`config.mk`:
```
export PLATFORM = sky130hd
export DESIGN_NAME = legv8_fetch_unit
export DESIGN_NICKNAME = d
export VERILOG_FILES = /design/src/rtl/legv8_fetch_unit.sv
export SDC_FILE = /design/constraint.sdc
export NUM_CORES = 1
export LEC_CHECK = 0
export ABC_AREA = 0
export BUFFER_PORTS_ARGS = -buffer_cell sky130_fd_sc_hd__buf_2
export CELL_PAD_IN_SITES_DETAIL_PLACEMENT = 0
export CELL_PAD_IN_SITES_GLOBAL_PLACEMENT = 1
export CORE_MARGIN = 2
export CORE_UTILIZATION = 38
export CTS_BUF_LIST = sky130_fd_sc_hd__clkbuf_2
export DETAILED_ROUTE_END_ITERATION = 12
export PLACE_DENSITY = 0.92
export SYNTH_ARGS = -nofsm -noshare
export SYNTH_HDL_FRONTEND = slang
export SYNTH_SLANG_ARGS = --single-unit
```
`constraint.sdc`:
```
create_clock -name clock -period 7.5 [get_ports clock]
set_input_delay 0.75 -clock clock [delete_from_list [all_inputs] [get_ports clock]]
set_output_delay 0.75 -clock clock [all_outputs]
set_load 0.05 [all_outputs]
```
`src/rtl/legv8_fetch_unit.sv`:
```
// LEGv8 fetch unit: owns the PC, fetches one 32-bit word per req/ack handshake, hands it to control.
// Latency: one IDLE cycle after reset, then at least 1 cycle req->valid; 2 cycles/instr with zero-wait memory.
// Backpressure: holds the instruction (instr_valid=1) until instr_advance; holds mem_req until mem_ack.
// Optional feature macro: FETCH_ALIGN_CHECK_EN (misaligned next-PC -> sticky FAULT instead of forcing [1:0]=0).
module legv8_fetch_unit #(
  parameter logic [63:0] PC_RESET = 64'h0000_0000_0000_0000
) (
  input  logic        clock,
  input  logic        reset,
  output logic [31:0] instruction,
  output logic        instr_valid,
  output logic [63:0] pc,
  input  logic        instr_advance,
  input  logic [1:0]  pc_sel,
  input  logic [63:0] branch_offset,
  input  logic [63:0] branch_reg,
  output logic [63:0] mem_addr,
  output logic        mem_req,
  input  logic [31:0] mem_rdata,
  input  logic        mem_ack,
  output logic        fault
);

  typedef enum logic [1:0] {
    S_IDLE  = 2'd0,
    S_REQ   = 2'd1,
    S_VALID = 2'd2,
    S_FAULT = 2'd3
  } state_t;

  state_t      r_state;
  logic [63:0] r_pc;
  logic [31:0] r_instr;
  logic        r_instr_valid;
  logic        r_mem_req;
  logic [63:0] w_next_pc_raw;
  logic [63:0] w_next_pc;

  // Next-PC candidate from the control unit's select fields (64-bit wrap-around arithmetic)
  always_comb begin
    w_next_pc_raw = r_pc + 64'd4;
    case (pc_sel)
      2'b00:   w_next_pc_raw = r_pc + 64'd4;
      2'b01:   w_next_pc_raw = r_pc + branch_offset;
      2'b10:   w_next_pc_raw = branch_reg;
      default: w_next_pc_raw = r_pc;
    endcase
  end

`ifdef FETCH_ALIGN_CHECK_EN
  logic r_fault;
  logic w_misaligned;

  // Misaligned targets are trapped rather than silently corrected
  always_comb begin
    w_next_pc    = w_next_pc_raw;
    w_misaligned = |w_next_pc_raw[1:0];
  end

  assign fault = r_fault;
`else
  // Without the check, low address bits are simply dropped so fetches stay word-aligned
  always_comb begin
    w_next_pc = {w_next_pc_raw[63:2], 2'b00};
  end

  assign fault = 1'b0;
`endif

  // Fetch FSM: all outputs are registered alongside the state
  always_ff @(posedge clock) begin
    if (reset) begin
      r_state       <= S_IDLE;
      r_pc          <= PC_RESET;
      r_instr       <= 32'h0;
      r_instr_valid <= 1'b0;
      r_mem_req     <= 1'b0;
`ifdef FETCH_ALIGN_CHECK_EN
      r_fault       <= 1'b0;
`endif
    end else begin
      case (r_state)
        S_IDLE: begin
          r_state   <= S_REQ;
          r_mem_req <= 1'b1;
        end
        S_REQ: begin
          // Previous word stays visible until the new one arrives
          if (mem_ack) begin
            r_instr       <= mem_rdata;
            r_instr_valid <= 1'b1;
            r_mem_req     <= 1'b0;
            r_state       <= S_VALID;
          end
        end
        S_VALID: begin
          if (instr_advance) begin
`ifdef FETCH_ALIGN_CHECK_EN
            if (w_misaligned) begin
              r_instr_valid <= 1'b0;
              r_fault       <= 1'b1;
              r_state       <= S_FAULT;
            end else begin
              r_pc          <= w_next_pc;
              r_instr_valid <= 1'b0;
              r_mem_req     <= 1'b1;
              r_state       <= S_REQ;
            end
`else
            r_pc          <= w_next_pc;
            r_instr_valid <= 1'b0;
            r_mem_req     <= 1'b1;
            r_state       <= S_REQ;
`endif
          end
        end
        S_FAULT: begin
          // Sticky until reset; nothing is fetched or presented
          r_instr_valid <= 1'b0;
          r_mem_req     <= 1'b0;
        end
        default: begin
          r_state       <= S_IDLE;
          r_instr_valid <= 1'b0;
          r_mem_req     <= 1'b0;
        end
      endcase
    end
  end

  assign instruction = r_instr;
  assign instr_valid = r_instr_valid;
  assign pc          = r_pc;
  assign mem_addr    = r_pc;
  assign mem_req     = r_mem_req;

endmodule

```
# Word-level counts from Yosys, hierarchy flattened

Index checks and enable logic that the tools add are counted.

Output and inout port bits: 163
Bits in registers: 98
Bits of input ports: 166

Eq/ne operators: 7
$add $sub $neg: 2
Mux-type cells: 10
Reductions and logical operators: 10

Operator list:

| kind                  | count |
|---|---|
| $pmux 64 s3           | 1 |
| $add 64x3->64 const B | 1 |
| $add 64x64->64        | 1 |
| $reduce_and 3->1      | 3 |
| $reduce_bool 3->1     | 3 |
| $eq 2x2->1 const B    | 3 |
| $pmux 2 s3            | 1 |
| $eq 2x1->1 const B    | 2 |
| $logic_not 2->1       | 2 |
| $mux 1                | 4 |
| $mux 2                | 2 |
| $ne 2x2->1 const B    | 2 |
| $pmux 1 s4            | 1 |
| $reduce_and 2->1      | 2 |
| $pmux 1 s3            | 1 |

# Depth between registers and ports, before layout

Gate-level depths: netlist of run 1.

Depth in word-level cells: 3
Gate-level depth with buffers: 15

# Worst setup path before layout of run 1

No wires, ideal clock.

Path kind: input -> register
Start point: input port pc_sel[1]
End point: register r_pc[62], in the netlist mem_addr[62]
Arrival: 3.966 ns
Buffers on the path: 3
Stages on the path: 15
Path slack: 3.400 ns
Required time: 7.366 ns
Path through: clkbuf_1 > nor2b_1 > clkbuf_1 > and2_1 > ha_1 > buf_4 > nand2_4 > or3_4 > or3_1 > o32ai_2 > a21oi_2 > o41a_1 > o41ai_2 > xnor2_1 > o22ai_1

Word-level cells in the longest chain between the ends: 3
Elaborated cells between the ends (all ways): 6
Those cells by class: eq/ne (2); mux (1); reduce/logical (3)

RTL lines:

| element                            | RTL line | text |
|---|---|---|
| start, declared                    | 14       | `input logic [1:0] pc_sel,` |
| $eq 2x2->1 (tied with other cells) | 42       | `case (pc_sel)` |
| $reduce_bool 3->1 (no source line) | -        |  |
| $reduce_and 3->1 (no source line)  | -        |  |
| end signal, assigned               | 110      | `r_pc <= w_next_pc;` |
| end, declared                      | 32       | `logic [63:0] r_pc;` |

Several ways; a longest one is shown, not always the timed one.
A chain may end at the register's enable or synchronous reset.

# Worst setup path after layout of run 1

Start point: input port pc_sel[1]
End point: register r_pc[44], in the netlist mem_addr[44]

Same word-level chain as after synthesis.

==> summary.md, run 1 <==
| Metric | Value |
|---|---|
| H-tree lvl count | 3 |
| Sw Share | about two fifths |
| Synthesized area | around 0.0086 mm^2 |
| Critical path depth in cells | 13 |
| Int Power | between 0.0007 and 0.0008 W |
| Crit Path Max Fanout | 38 |
| FF/Latch Area | around 0.0020 mm^2 |
| Clock share of power | approximately 26% |
| Cell depth of the worst flop-to-flop path | 11 |
| Worst Path Buf+Inv | 1 |
| Layout cells sized above 1 | about a quarter |
| Hold Buf Count CTS | 0 |
| Crit end category | flop |
| Hold slack | roughly 290 ps |
| Max incr delay on CP | around 840 ps |
| Nets | 1598 |
| Area of the multi-input gates | 0.00577 mm^2 |
| CTS buffer count | 9 |
| HP Class | primary input to flop |
| Critical path arrival | a little over 5000 ps |
| Most frequent cells in the layout | buf_2, nand2_1, a21oi_1 |
| Initial antenna violation count | 1 |
| Root Buffer | clkbuf_2 |
| Relative slew slack | about 30% |
| EDFF count, synth | 0 |
| Post-DRT Antenna Nets | 0 |
| Cells along the critical path | buf_2 -> nor2b_4 -> and2_1 -> fa_1 -> a211oi_1 -> o211ai_1 -> nand2_1 -> o31a_1 -> a2111oi_0 -> nor2_1 -> o21bai_1 -> a21oi_1 -> or4_1 |
| RSZ-0062 raised after global routing | false |
| Post-layout util | between 40 and 50% |
| Final setup TNS | 0 ps |
| Vias per std cell | around 5.7 |
| Initial Utilization | between 30% and 40% |
| Startpoint types | primary input |
| Hold Path End | instruction[5]$_SDFFE_PP0P_ |
| Cells after Synth | between 1000 and 1500 |
| Post-synth ARST share | 0% |
| Clk Latency, worst-skew pair | 640 ps |
| Avg Inst Size Synth | 7.30 um^2 |
| Cell Pwr Density | ~120 mW/mm^2 |
| Final WL | 30500 um |
| Cell total after placement | about 1600 |
| CP max-delay cell | a2111oi_0 |
| Final period util | about three fifths |
| Max-Cap Viols | 0 |
| DR WL/cell | roughly 18 um |
| DR iter-0 viols | roughly 650 |
| Post-CTS setup buffers | 0 |
| Die area | approximately 0.024 mm^2 |
| Fill cell total of the finished layout | about 2300 |
| I/O Buffers | 319 |
| DRC violations left | 0 |
| Run status | finished, final reports clean |
| Post-route insts no fill | approximately 1700 |
| Max-slew violations | 0 |
| Commonest non-fill, non-tap cell in the layout | buf_2 |
| Total global routing overflow | 0 |
| Routability cong. | between 0.9 and 1 |
| Comb power frac | 28.1% |
| Die Y | 154 um |
| Min-delay src | mem_rdata[5] |
| Sw Pwr | 0.000475 W |
| TritonCTS clock tree | done |
| Top-Level Pins | 329 |
| Cts repair resizes | 0 |
| Row count | 54 |
| Die Wd | 154 um |
| Post-synthesis sequential area ratio | about 23% |
| IR drop worst, VDD | roughly 45 uV |
| Hold Path Stages | 3 |
| Sequential share of power | 46.1% |
| Worst Max-Slew Pin Slew | 1040 ps |
| Critical R2R Capture | mem_addr[44]$_SDFFE_PP0P_ |
| Seq cells post-synth | ~100 |
| Core area | approximately 0.022 mm^2 |
| Fmax | about 220 MHz |
| Clock Pin Slew Worst Setup and Hold Paths | ~350 ps |
| Via Count | ~9400 |
| Largest net degree at the start of global routing | just over 70 |
| Critical path class | primary input to flop |
| Synth Warn # | 0 |
| Worst EP required | around 8000 ps |
| Delay-heaviest family, CP | compound AO/OA/AOI/OAI gates |
| Reg2reg start | mem_addr[2]$_SDFFE_PP0P_ |
| Top_reg_cell synth | dfxtp_1 |
| Cell variety after synth | 66 |
| Final hold viol count | 0 |
| First-pass GRT wire length | 47000 um |
| Clk sinks | 98 |
| P&R area growth vs syn | 16.0% |
| Drt first pass iters | 5 |
| Final Skew | 68.3 ps |
| Bufs on Longest Clock Path | 2 |
| Reg-to-reg slack, setup | 3610 ps |
| Finish-stage setup viols | 0 |
| Vias in the first global route | between 8000 and 9000 |
| Leak Pwr | 4.77 nW |
| Crit path time final | approximately 4500 ps |
| GRT Total Usage | about 25% |
| Final HPWL DP | roughly 23000 um |
Yosys cell counts (all sizes together), types with 5 or more instances:
library cell  count  area [um^2]
a221o            13          130
inv              15         56.3
and2             64          400
a221oi            5         43.8
nand4            26          163
a31oi            14         87.6
dfxtp            98         1960
o21bai           12         90.1
ha               61          763
xnor2            30          263
nand2b            8         50.1
nand2           141          537
a22oi             9         67.6
a21boi            5         37.5
a21o             31          233
a211oi           32          240
o21ai            72          360
o221ai            6         52.6
nand3            19          108
o21a              9         67.6
o211ai            7         52.6
o31ai             6         45.0
xor2             25          219
or3               7         48.8
buf              74          553
o22ai            23          144
o41ai             5         51.3
clkbuf           73          274
nor2             82          308
and3             15         93.8
a21oi           135          679
nor3             12         60.1
power by group through the flow:
stage / clock (W) / combinational, W / sequential (W)
after floorplan: 0 / 0.000183 / 0.000623
after global placement: 0 / 0.000337 / 0.000566
after detailed placement: 0 / 0.000338 / 0.000567
after CTS: 0.000326 / 0.000340 / 0.000558
after global routing: 0.000341 / 0.000365 / 0.000561
final: 0.000312 / 0.000340 / 0.000558
area by class of cell:
class                   instances  area share (%)
clock buffers                   9           0.453
well taps                     280            3.52
diodes                          1          0.0252
repair buffers                328            16.8
flip-flops and latches         98            19.7
multi-input cells             917            58.0
inverters                      16           0.604
clock inverters                 7           0.944
tightest hold or removal path, cell delays in order:
cell and delay [ps]:
buf_2 90, nand2_1 40, a21oi_1 50
worst max path at each step:
stage               from                        end  slack [ps]
6_report       pc_sel[1]  mem_addr[44]$_SDFFE_PP0P_        3030
5_1_grt        pc_sel[1]  mem_addr[60]$_SDFFE_PP0P_        2650
4_1_cts        pc_sel[1]  mem_addr[44]$_SDFFE_PP0P_        3060
3_5_place_dp   pc_sel[1]  mem_addr[44]$_SDFFE_PP0P_        2300
3_3_place_gp   pc_sel[1]  mem_addr[60]$_SDFFE_PP0P_        2290
2_1_floorplan  pc_sel[1]  mem_addr[62]$_SDFFE_PP0P_        3400
registers in the layout (all words and copies together) (netlist names):
signal and cells:
mem_addr 62, instr_valid 1, instruction 32, mem_req 1, r_state 2
metrics by stage:
stage	setup slack, ps	total power [W]	area [um^2]
after CTS	3060	0.00122	9940
after detailed placement	2300	0.000905	9800
final	3030	0.00121	9950
after global placement	2290	0.000902	9800
after global routing	2650	0.00127	9950
after floorplan	3400	0.000806	8590
routing by layer:
metal	GRT usage, %	wire [um]
met4	9.26	912
met2	40.7	13900
met5	0	0
met1	32.5	13400
met3	3.78	2250
cells by family after synthesis:
kind of cell / share of synthesized area (%)
DFF: 22.9
buffers and inverters: 10.3
muxes: 0.117
adders and majority gates: 9.13
xor gates and xnor gates: 5.62
and+or+nand+nor: 22.2
other: 0.0437
AOI/OAI and AO/OA: 29.7
Note: power is estimated with default switching activity, not from simulation.
==> run 2: changes to the inputs <==
--- a/config.mk
+++ b/config.mk
@@ -5,15 +5,15 @@
 export SDC_FILE = /design/constraint.sdc
 export NUM_CORES = 1
 export LEC_CHECK = 0
-export ABC_AREA = 0
+export ABC_AREA = 1
 export BUFFER_PORTS_ARGS = -buffer_cell sky130_fd_sc_hd__buf_2
 export CELL_PAD_IN_SITES_DETAIL_PLACEMENT = 0
 export CELL_PAD_IN_SITES_GLOBAL_PLACEMENT = 1
 export CORE_MARGIN = 2
-export CORE_UTILIZATION = 38
+export CORE_UTILIZATION = 32
 export CTS_BUF_LIST = sky130_fd_sc_hd__clkbuf_2
 export DETAILED_ROUTE_END_ITERATION = 12
-export PLACE_DENSITY = 0.92
+export PLACE_DENSITY = 0.84
 export SYNTH_ARGS = -nofsm -noshare
 export SYNTH_HDL_FRONTEND = slang
 export SYNTH_SLANG_ARGS = --single-unit
==> constraint.sdc (replaced) <==
create_clock -name clock -period 3.7 [get_ports clock]
set_input_delay 0.37 -clock clock [delete_from_list [all_inputs] [get_ports clock]]
set_output_delay 0.37 -clock clock [all_outputs]
set_load 0.05 [all_outputs]
==> run 2 against run 1 <==
  * Final cell count increased by 61%
  * Cell area increased by 32%
  * Area after synthesis increased by 23%
  * Highest routed layer unchanged
  * First-iteration DRC count decreased by 1.4%
  * Non-clock buffer count increased by 98
  * Wire length increased by 33%
  * Hold slack got worse by 180 ps
  * Core utilization decreased by 4.7 points
  * Clock skew decreased by 17 ps
  * Sequential share of layout area decreased by 4.8 points
==> summary.md, run 2 <==
| Metric | Value |
|---|---|
| Die Wd | 185 um (was 154 um) |
| Crit end category | flop (unchanged) |
| Top-Level Pins | 329 (unchanged) |
| Commonest cells post-synth | nand2_1, inv_1, nor2_1 (was nand2_1, a21oi_1, dfxtp_1) |
| Max-Cap Viols | 0 (unchanged) |
| Post-CTS setup buffers | 0 (unchanged) |
| CP startpoint | pc_sel[0] (was pc_sel[1]) |
| Layout cells sized above 1 | 20.5% (was 26.3%) |
| Root Buffer | clkbuf_2 (unchanged) |
| Reg2reg start | mem_addr[2]$_SDFFE_PP0P_ (unchanged) |
| Worst EP required | 4340 ps (was 8080 ps) |
| Crit path time final | 2540 ps |
| Comb power frac | 58.6% (was 28.1%) |
| Top_reg_cell synth | dfxtp_1 (unchanged) |
| Hold Buf Count CTS | 97 (was 0) |
| DR WL/cell | 15.1 um (was 18.4 um) |
| Relative slew slack | 22.2% (was 30.6%) |
| I/O Buffers | 319 (unchanged) |
| Core area | 0.0325 mm^2 (was 0.0220 mm^2) |
| Final setup TNS | 0 ps (unchanged) |
| Post-synthesis sequential area ratio | 18.6% (was 22.9%) |
| Die Y | 185 um (was 154 um) |
| Largest register FFs | 62 (unchanged) |
| Drt first pass iters | 5 (unchanged) |
| Clk sinks | 98 (unchanged) |
| Area after DPL | 0.0121 mm^2 (was 0.00980 mm^2) |
| DR iter-0 viols | 644 (was 653) |
| Total global routing overflow | 0 (unchanged) |
| Largest net degree at the start of global routing | 64 (was 71) |
| Cell variety after synth | 39 (was 66) |
| Fmax | just under 400 MHz |
| Avg Inst Size Synth | 5.56 um^2 (was 7.30 um^2) |
| Sw Pwr | 0.00302 W (was 0.000475 W) |
| H-tree lvl count | 3 (unchanged) |
| Post-synth top area cell | nand2_1 (was dfxtp_1) |
| Startpoint types | primary input (unchanged) |
| Initial antenna violation count | 1 (unchanged) |
| Most common cell on crit path | nand2_1 |
| Most frequent cell after synthesis | nand2_1 (unchanged) |
| Sw Share | 57.5% (was 39.3%) |
| Final instance area | 0.0132 mm^2 (was 0.00995 mm^2) |
| Min-delay src | branch_offset[2] (was mem_rdata[5]) |
| P&R area growth vs syn | 25.2% (was 16.0%) |
| Yosys top cell area share | 19.1% (was 22.9%) |
| First-pass GRT wire length | 59800 um (was 47000 um) |
| Via Count | 12200 (was 9409) |
| Pwr Total | 0.00524 W (was 0.00121 W) |
| Post-DRT Antenna Nets | 0 (unchanged) |
| Final Skew | 51.5 ps (was 68.3 ps) |
| EDFF count, synth | 0 (unchanged) |
| Worst Path Buf+Inv | 3 (was 1) |
| Max-slew violations | 0 (unchanged) |
| Crit Path Max Fanout | 6 (was 38) |
| Clock share of power | 12.1% (was 25.8%) |
| Final WL | 40400 um (was 30500 um) |
| Cells along the critical path | buf_2 -> inv_1 -> nor2_1 -> clkinv_1 -> or2_2 -> ha_1 -> fa_1 -> nand3_1 -> nand3_2 -> nand2_1 -> nand2_1 -> nand3_1 -> nand3_2 -> nand2_1 -> nand2_1 -> nand2_1 -> nand3_1 -> a21oi_1 (was buf_2 -> nor2b_4 -> and2_1 -> fa_1 -> a211oi_1 -> o211ai_1 -> nand2_1 -> o31a_1 -> a2111oi_0 -> nor2_1 -> o21bai_1 -> a21oi_1 -> or4_1) |
| Cts repair resizes | 0 (unchanged) |
| RSZ-0062 raised after global routing | false (unchanged) |
| Ranking of synthesized cells by area | nand2_1, dfxtp_1, inv_1, a21oi_1, nor2_1 (was dfxtp_1, ha_1, a21oi_1, buf_4, nand2_1) |
| Row count | 66 (was 54) |
| Post-synth ARST share | 0% (unchanged) |
| Run status | finished, final reports clean (unchanged) |
| Final hold viol count | 0 (unchanged) |
| Synthesized area | 0.0105 mm^2 (was 0.00858 mm^2) |
| Nets | 2447 (was 1598) |
| DRC violations left | 0 (unchanged) |
| Worst Max-Slew Pin Slew | 1170 ps (was 1040 ps) |
| Delay-heaviest family, CP | simple AND/OR/NAND/NOR gates (was compound AO/OA/AOI/OAI gates) |
| Commonest non-fill, non-tap cell in the layout | nand2_1 (was buf_2) |
| Seq cells post-synth | 98 (unchanged) |
| TritonCTS clock tree | done (unchanged) |
| Critical path class | primary input to flop (unchanged) |
| Vias per std cell | 4.57 (was 5.68) |
| Initial Utilization | 32.4% (was 39.1%) |
| Clock Pin Slew Worst Setup and Hold Paths | 350 ps (about the same) |
| Sequential share of power | 29.3% (was 46.1%) |
| Cells after Synth | 1892 (was 1174) |
| Critical path arrival | 3180 ps (was 5050 ps) |
| Leak Pwr | 7.82 nW (was 4.77 nW) |
| Vias in the first global route | 11100 (was 8840) |
| Clk Latency, worst-skew pair | 720 ps (was 640 ps) |
| Most frequent cells in the layout | nand2_1, inv_1, buf_2 (was buf_2, nand2_1, a21oi_1) |
| Bufs on Longest Clock Path | 2 (unchanged) |
| Final HPWL DP | 32200 um (was 23400 um) |
| GRT Total Usage | 22.7% (was 24.6%) |
| Synth Warn # | 0 (unchanged) |
| CP max-delay cell | fa_1 (was a2111oi_0) |
| CTS buffer count | 9 (unchanged) |
| Finish-stage setup viols | 0 (unchanged) |
| Cell Pwr Density | 398 mW/mm^2 (was 122 mW/mm^2) |
| Final period util | between 60% and 70% |
| IR drop worst, VDD | 265 uV (was 44.9 uV) |
| Die area | 0.0343 mm^2 (was 0.0238 mm^2) |
| HP Class | primary input to flop (unchanged) |
| Routability cong. | 0.914 (was 0.970) |
| Max incr delay on CP | 430 ps (was 840 ps) |
| Int Power | 0.00223 W (was 0.000734 W) |
[run 2: cells by family (layout without fill, tap and decap cells)]
group | Yosys count | after routing | share of synthesized area [%]
AND/OR/NAND/NOR | 944 | 944 | 38.6
buffers and inverters | 471 | 799 | 19.7
XOR/XNOR | 2 | 2 | 0.167
other | 1 | 6 | 0.0356
AO/OA/AOI/OAI | 314 | 314 | 15.4
flip-flops | 98 | 98 | 18.6
adder cells (fa/ha/maj) | 62 | 62 | 7.45
[run 2: power groups by stage]
stage	clock (W)	sequential, W	combinational, W
after floorplan	0	0.00248	0.00148
after global placement	0	0.00154	0.00297
after detailed placement	0	0.00155	0.00298
after CTS	0.000665	0.00153	0.00308
after global routing	0.000694	0.00158	0.00330
final	0.000633	0.00154	0.00308
[run 2: metrics by stage]
step                hold slack [ps]  setup WS [ps]  instances  util [%]
floorplan                       439            934       1896         -
global placement                452            463       2553      37.2
detailed placement              455            413       2553      37.2
CTS                            60.3           1170       2666      40.6
global route                   93.5            913       2667      40.6
finish                          114           1160       2667      40.6
[run 2: worst paths after layout]
kind / slack (ps) / end / cells after the start
worst max-delay path: 1160 / mem_addr[56]$_SDFFE_PP0P_ / 18
worst max register to register: 1180 / mem_addr[56]$_SDFFE_PP0P_ / 13
worst min register to register: 500 / instr_valid$_SDFFE_PP0P_ / 2
worst min-delay path: 110 / mem_addr[2]$_SDFFE_PP0P_ / 5
[run 2: metal layers]
metal / share of wire [%] / track usage, %
met5: 0 / 0
met3: 4.0 / 2.24
met1: 47 / 29.9
met4: 1.8 / 5.52
met2: 47 / 39.7
[run 2: layout make-up]
class / instances / area (um^2)
Inverter: 357 / 1340
Clock inverter: 7 / 78.8
Tap cell: 442 / 553
Antenna cell: 1 / 2.50
Sequential cell: 98 / 1960
Multi-Input combinational cell: 1327 / 6510
Timing Repair Buffer: 426 / 2680
Fill cell: 3667 / 19300
Clock buffer: 9 / 45.0
[run 2: worst reg2reg max path, stage by stage (launching register included)]
cell	delay [ps]
dfxtp_1	430
ha_1	260
fa_1	430
nand3_1	120
nand3_2	130
nand2_1	90
nand2_1	140
nand3_1	130
nand3_2	200
nand2_1	190
nand2_1	70
nand2_1	60
nand3_1	80
a21oi_1	130
==> run 3: changes to the inputs <==
--- a/config.mk
+++ b/config.mk
@@ -5,7 +5,7 @@
 export SDC_FILE = /design/constraint.sdc
 export NUM_CORES = 1
 export LEC_CHECK = 0
-export ABC_AREA = 1
+export ABC_AREA = 0
 export BUFFER_PORTS_ARGS = -buffer_cell sky130_fd_sc_hd__buf_2
 export CELL_PAD_IN_SITES_DETAIL_PLACEMENT = 0
 export CELL_PAD_IN_SITES_GLOBAL_PLACEMENT = 1
@@ -13,7 +13,7 @@
 export CORE_UTILIZATION = 32
 export CTS_BUF_LIST = sky130_fd_sc_hd__clkbuf_2
 export DETAILED_ROUTE_END_ITERATION = 12
-export PLACE_DENSITY = 0.84
+export PLACE_DENSITY = 0.83
 export SYNTH_ARGS = -nofsm -noshare
 export SYNTH_HDL_FRONTEND = slang
 export SYNTH_SLANG_ARGS = --single-unit
==> constraint.sdc (replaced) <==
create_clock -name clock -period 2.29 [get_ports clock]
set_input_delay 0.229 -clock clock [delete_from_list [all_inputs] [get_ports clock]]
set_output_delay 0.229 -clock clock [all_outputs]
set_load 0.05 [all_outputs]
==> run 3 against run 2 <==
  * The flow now finishes with violations (setup timing)
  * Sequential share of layout area fell by 1.5 points
  * First-iteration DRC count rose by 5.4%
  * Worst setup slack got worse by 1800 ps
  * Critical endpoint is now mem_addr[62]$_SDFFE_PP0P_
  * Clock skew rose by 7.4 ps
  * Critical path type is now flop to flop
  * Clock power rose by 54%
  * Highest routed layer unchanged
==> summary.md, run 3 (same netlist as run 1, synthesis figures left out) <==
| Metric | Value |
|---|---|
| Run status | finished with violations (was finished, final reports clean) |
| Violated checks | setup timing |
| P&R area growth vs syn | 73.4% (was 25.2%) |
| Reg2reg start | mem_addr[30]$_SDFFE_PP0P_ (was mem_addr[2]$_SDFFE_PP0P_) |
| TritonCTS clock tree | done (unchanged) |
| Drt first pass iters | 5 (unchanged) |
| Cells along the critical path | ha_4 -> nand3_4 -> or3_4 -> or3_4 -> o32ai_4 -> a21oi_2 -> o41a_1 -> o41ai_2 -> xnor2_1 -> o22ai_1 (was buf_2 -> inv_1 -> nor2_1 -> clkinv_1 -> or2_2 -> ha_1 -> fa_1 -> nand3_1 -> nand3_2 -> nand2_1 -> nand2_1 -> nand3_1 -> nand3_2 -> nand2_1 -> nand2_1 -> nand2_1 -> nand3_1 -> a21oi_1) |
| Most common cell on crit path | or3_4 (was nand2_1) |
| DR WL/cell | 17.3 um (was 15.1 um) |
| Worst Path Buf+Inv | 0 (was 3) |
| Top-Level Pins | 329 (unchanged) |
| Hold Path End | mem_addr[52]$_SDFFE_PP0P_ (was mem_addr[2]$_SDFFE_PP0P_) |
| Hold slack | 75.2 ps (was 114 ps) |
| Clk sinks | 98 (unchanged) |
| Post-route insts no fill | 2150 (was 2667) |
| Max-slew violations | 0 (unchanged) |
| Critical path class | flop to flop (was primary input to flop) |
| CP max-delay cell | dfxtp_2 (was fa_1) |
| Final hold viol count | 0 (unchanged) |
| Largest net degree at the start of global routing | 67 (was 64) |
| Die area | 0.0281 mm^2 (was 0.0343 mm^2) |
| Die Y | 168 um (was 185 um) |
| Post-layout util | 56.8% (was 40.6%) |
| Leak Pwr | 7.15 nW (was 7.82 nW) |
| DR iter-0 viols | 679 (was 644) |
| Cell depth of the worst flop-to-flop path | 10 (was 13) |
| Most frequent cells in the layout | buf_2, buf_4, nand2_1 (was nand2_1, inv_1, buf_2) |
| GRT Total Usage | 25.5% (was 22.7%) |
| Reg-to-reg slack, setup | -660 ps (was 1180 ps) |
| Hold Path Stages | 5 (unchanged) |
| Root Buffer | clkbuf_2 (unchanged) |
| Layout cells sized above 1 | 47.5% (was 20.5%) |
| Clock Pin Slew Worst Setup and Hold Paths | 370 ps (was 350 ps) |
| Routability cong. | 0.924 (was 0.914) |
| Largest register FFs | 62 (unchanged) |
| CTS buffer count | 9 (unchanged) |
| Final WL | 37200 um (was 40400 um) |
| Fill cell total of the finished layout | 2374 (was 3667) |
| Final setup TNS | -18740 ps (was 0 ps) |
| Nets | 2036 (was 2447) |
| Cell total after placement | 2001 (was 2553) |
| Final period util | 129% |
| Vias per std cell | 5.17 (was 4.57) |
| Max-Cap Viols | 0 (unchanged) |
| Crit Path Max Fanout | 2 (was 6) |
| Row count | 59 (was 66) |
| Cell Pwr Density | 295 mW/mm^2 (was 398 mW/mm^2) |
| Startpoint types | flop (was primary input) |
| Fmax | ~340 MHz |
| Worst EP required | 2900 ps (was 4340 ps) |
| Final Skew | 58.9 ps (was 51.5 ps) |
| Vias in the first global route | 11100 (about the same) |
| Worst Max-Slew Pin Slew | 755 ps (was 1170 ps) |
| Die Wd | 168 um (was 185 um) |
| Crit path time final | just under 3000 ps |
| Max incr delay on CP | 420 ps (was 430 ps) |
| First-pass GRT wire length | 57800 um (was 59800 um) |
| Finish-stage setup viols | 52 (was 0) |
| CP startpoint | mem_addr[30]$_SDFFE_PP0P_ (was pc_sel[0]) |
| Pwr Total | 0.00439 W (was 0.00524 W) |
| Via Count | 11100 (was 12200) |
| Met3 WL | 1800 um (was 1600 um) |
| Uppermost layer routed | met4 (unchanged) |
| Critical R2R Capture | mem_addr[62]$_SDFFE_PP0P_ (was mem_addr[56]$_SDFFE_PP0P_) |
| Routed wl met2 | 18100 um (was 19200 um) |
| I/O Buffers | 319 (unchanged) |
| HP Class | primary input to flop (unchanged) |
| IR drop worst, VDD | 266 uV (was 265 uV) |
| Min-delay src | pc_sel[0] (was branch_offset[2]) |
| Critical path arrival | 3560 ps (was 3180 ps) |
| Final HPWL DP | 27700 um (was 32200 um) |
| Clk Latency, worst-skew pair | 680 ps (was 720 ps) |
| Commonest non-fill, non-tap cell in the layout | buf_2 (was nand2_1) |
| Total global routing overflow | 0 (unchanged) |
| RSZ-0062 raised after global routing | true (was false) |
| Slack of the critical path | -662 ps (was 1160 ps) |
| Post-DRT Antenna Nets | 0 (unchanged) |
| Core area | 0.0262 mm^2 (was 0.0325 mm^2) |
| H-tree lvl count | 3 (unchanged) |
| Crit end category | flop (unchanged) |
| Met1 Wirelength | 16300 um (was 18900 um) |
| Delay-heaviest family, CP | compound AO/OA/AOI/OAI gates (was simple AND/OR/NAND/NOR gates) |
| Bufs on Longest Clock Path | 2 (unchanged) |
| Relative slew slack | 49.7% (was 22.2%) |
| Initial antenna violation count | 1 (unchanged) |
| Initial Utilization | 32.7% (was 32.4%) |
| DRC violations left | 0 (unchanged) |
==> run 3: cell count changes in the layout (fill, tap and decap cells not counted), moves of 28 or more <==
cell	delta
nand3_1	-65
nor2_1	-133
nand2_1	-399
buf_4	+308
and2_1	+56
o21ai_0	-80
a21oi_1	-68
inv_1	-322
a21o_1	+28
==> run 3: repair_timing <==
action,4_1_cts,5_1_grt
pin swaps,76,59
hold buffers,106,0
resized for setup,144,68
hold endpoints to repair,96,0
gates cloned,0,0
endpoints found under the setup margin,53,55
buffers inserted,23,14
==> run 3: cell type report <==
cell class | instances | area [um^2] | share of cell area, %
antenna | 2 | 5.00 | 0.0337
inverter | 16 | 60.1 | 0.404
sequential | 98 | 1990 | 13.4
tap | 335 | 419 | 2.82
clock buffer | 9 | 45.0 | 0.303
clock inverter | 7 | 81.3 | 0.547
multi-input combinational | 917 | 6940 | 46.7
timing repair buffer | 766 | 5330 | 35.8
==> run 3: worst register-to-register path: stages, from the launching register on <==
cell,delay (ps)
dfxtp_2,420
ha_4,280
nand3_4,80
or3_4,380
or3_4,350
o32ai_4,330
a21oi_2,120
o41a_1,380
o41ai_2,340
xnor2_1,160
o22ai_1,90
==> run 3: through the flow <==
step	instance area [um^2]	worst slack, ps
after floorplan	8980	-985
after global placement	12500	-1190
after detailed placement	12500	-1280
after CTS	14500	-611
after global routing	14900	-742
final	14900	-662
==> run 3: how the worst max path moves through the flow <==
| stage | slack (ps) | cells past startpoint | end |
|---|---|---|---|
| 5_1_grt | -740 | 11 | mem_addr[44]$_SDFFE_PP0P_ |
| 6_report | -660 | 10 | mem_addr[62]$_SDFFE_PP0P_ |
| 2_1_floorplan | -980 | 15 | mem_addr[62]$_SDFFE_PP0P_ |
| 3_5_place_dp | -1280 | 14 | mem_addr[62]$_SDFFE_PP0P_ |
| 3_3_place_gp | -1190 | 14 | mem_addr[62]$_SDFFE_PP0P_ |
| 4_1_cts | -610 | 10 | mem_addr[62]$_SDFFE_PP0P_ |
==> run 3: routing by layer <==
| metal | up-vias | global-route usage [%] |
|---|---|---|
| li1 | 5418 | - |
| met5 | - | 0 |
| met3 | 59 | 3.14 |
| met4 | 0 | 8.02 |
| met1 | 5240 | 32.1 |
| met2 | 391 | 45.4 |
==> run 3: report_power, final <==
part | switching [W] | leakage, nW | internal, W
clock network | 0.000785 | 0.0760 | 0.000192
logic | 0.000920 | 6.27 | 0.000674
registers | 0.0000427 | 0.805 | 0.00177
total | 0.00175 | 7.15 | 0.00264
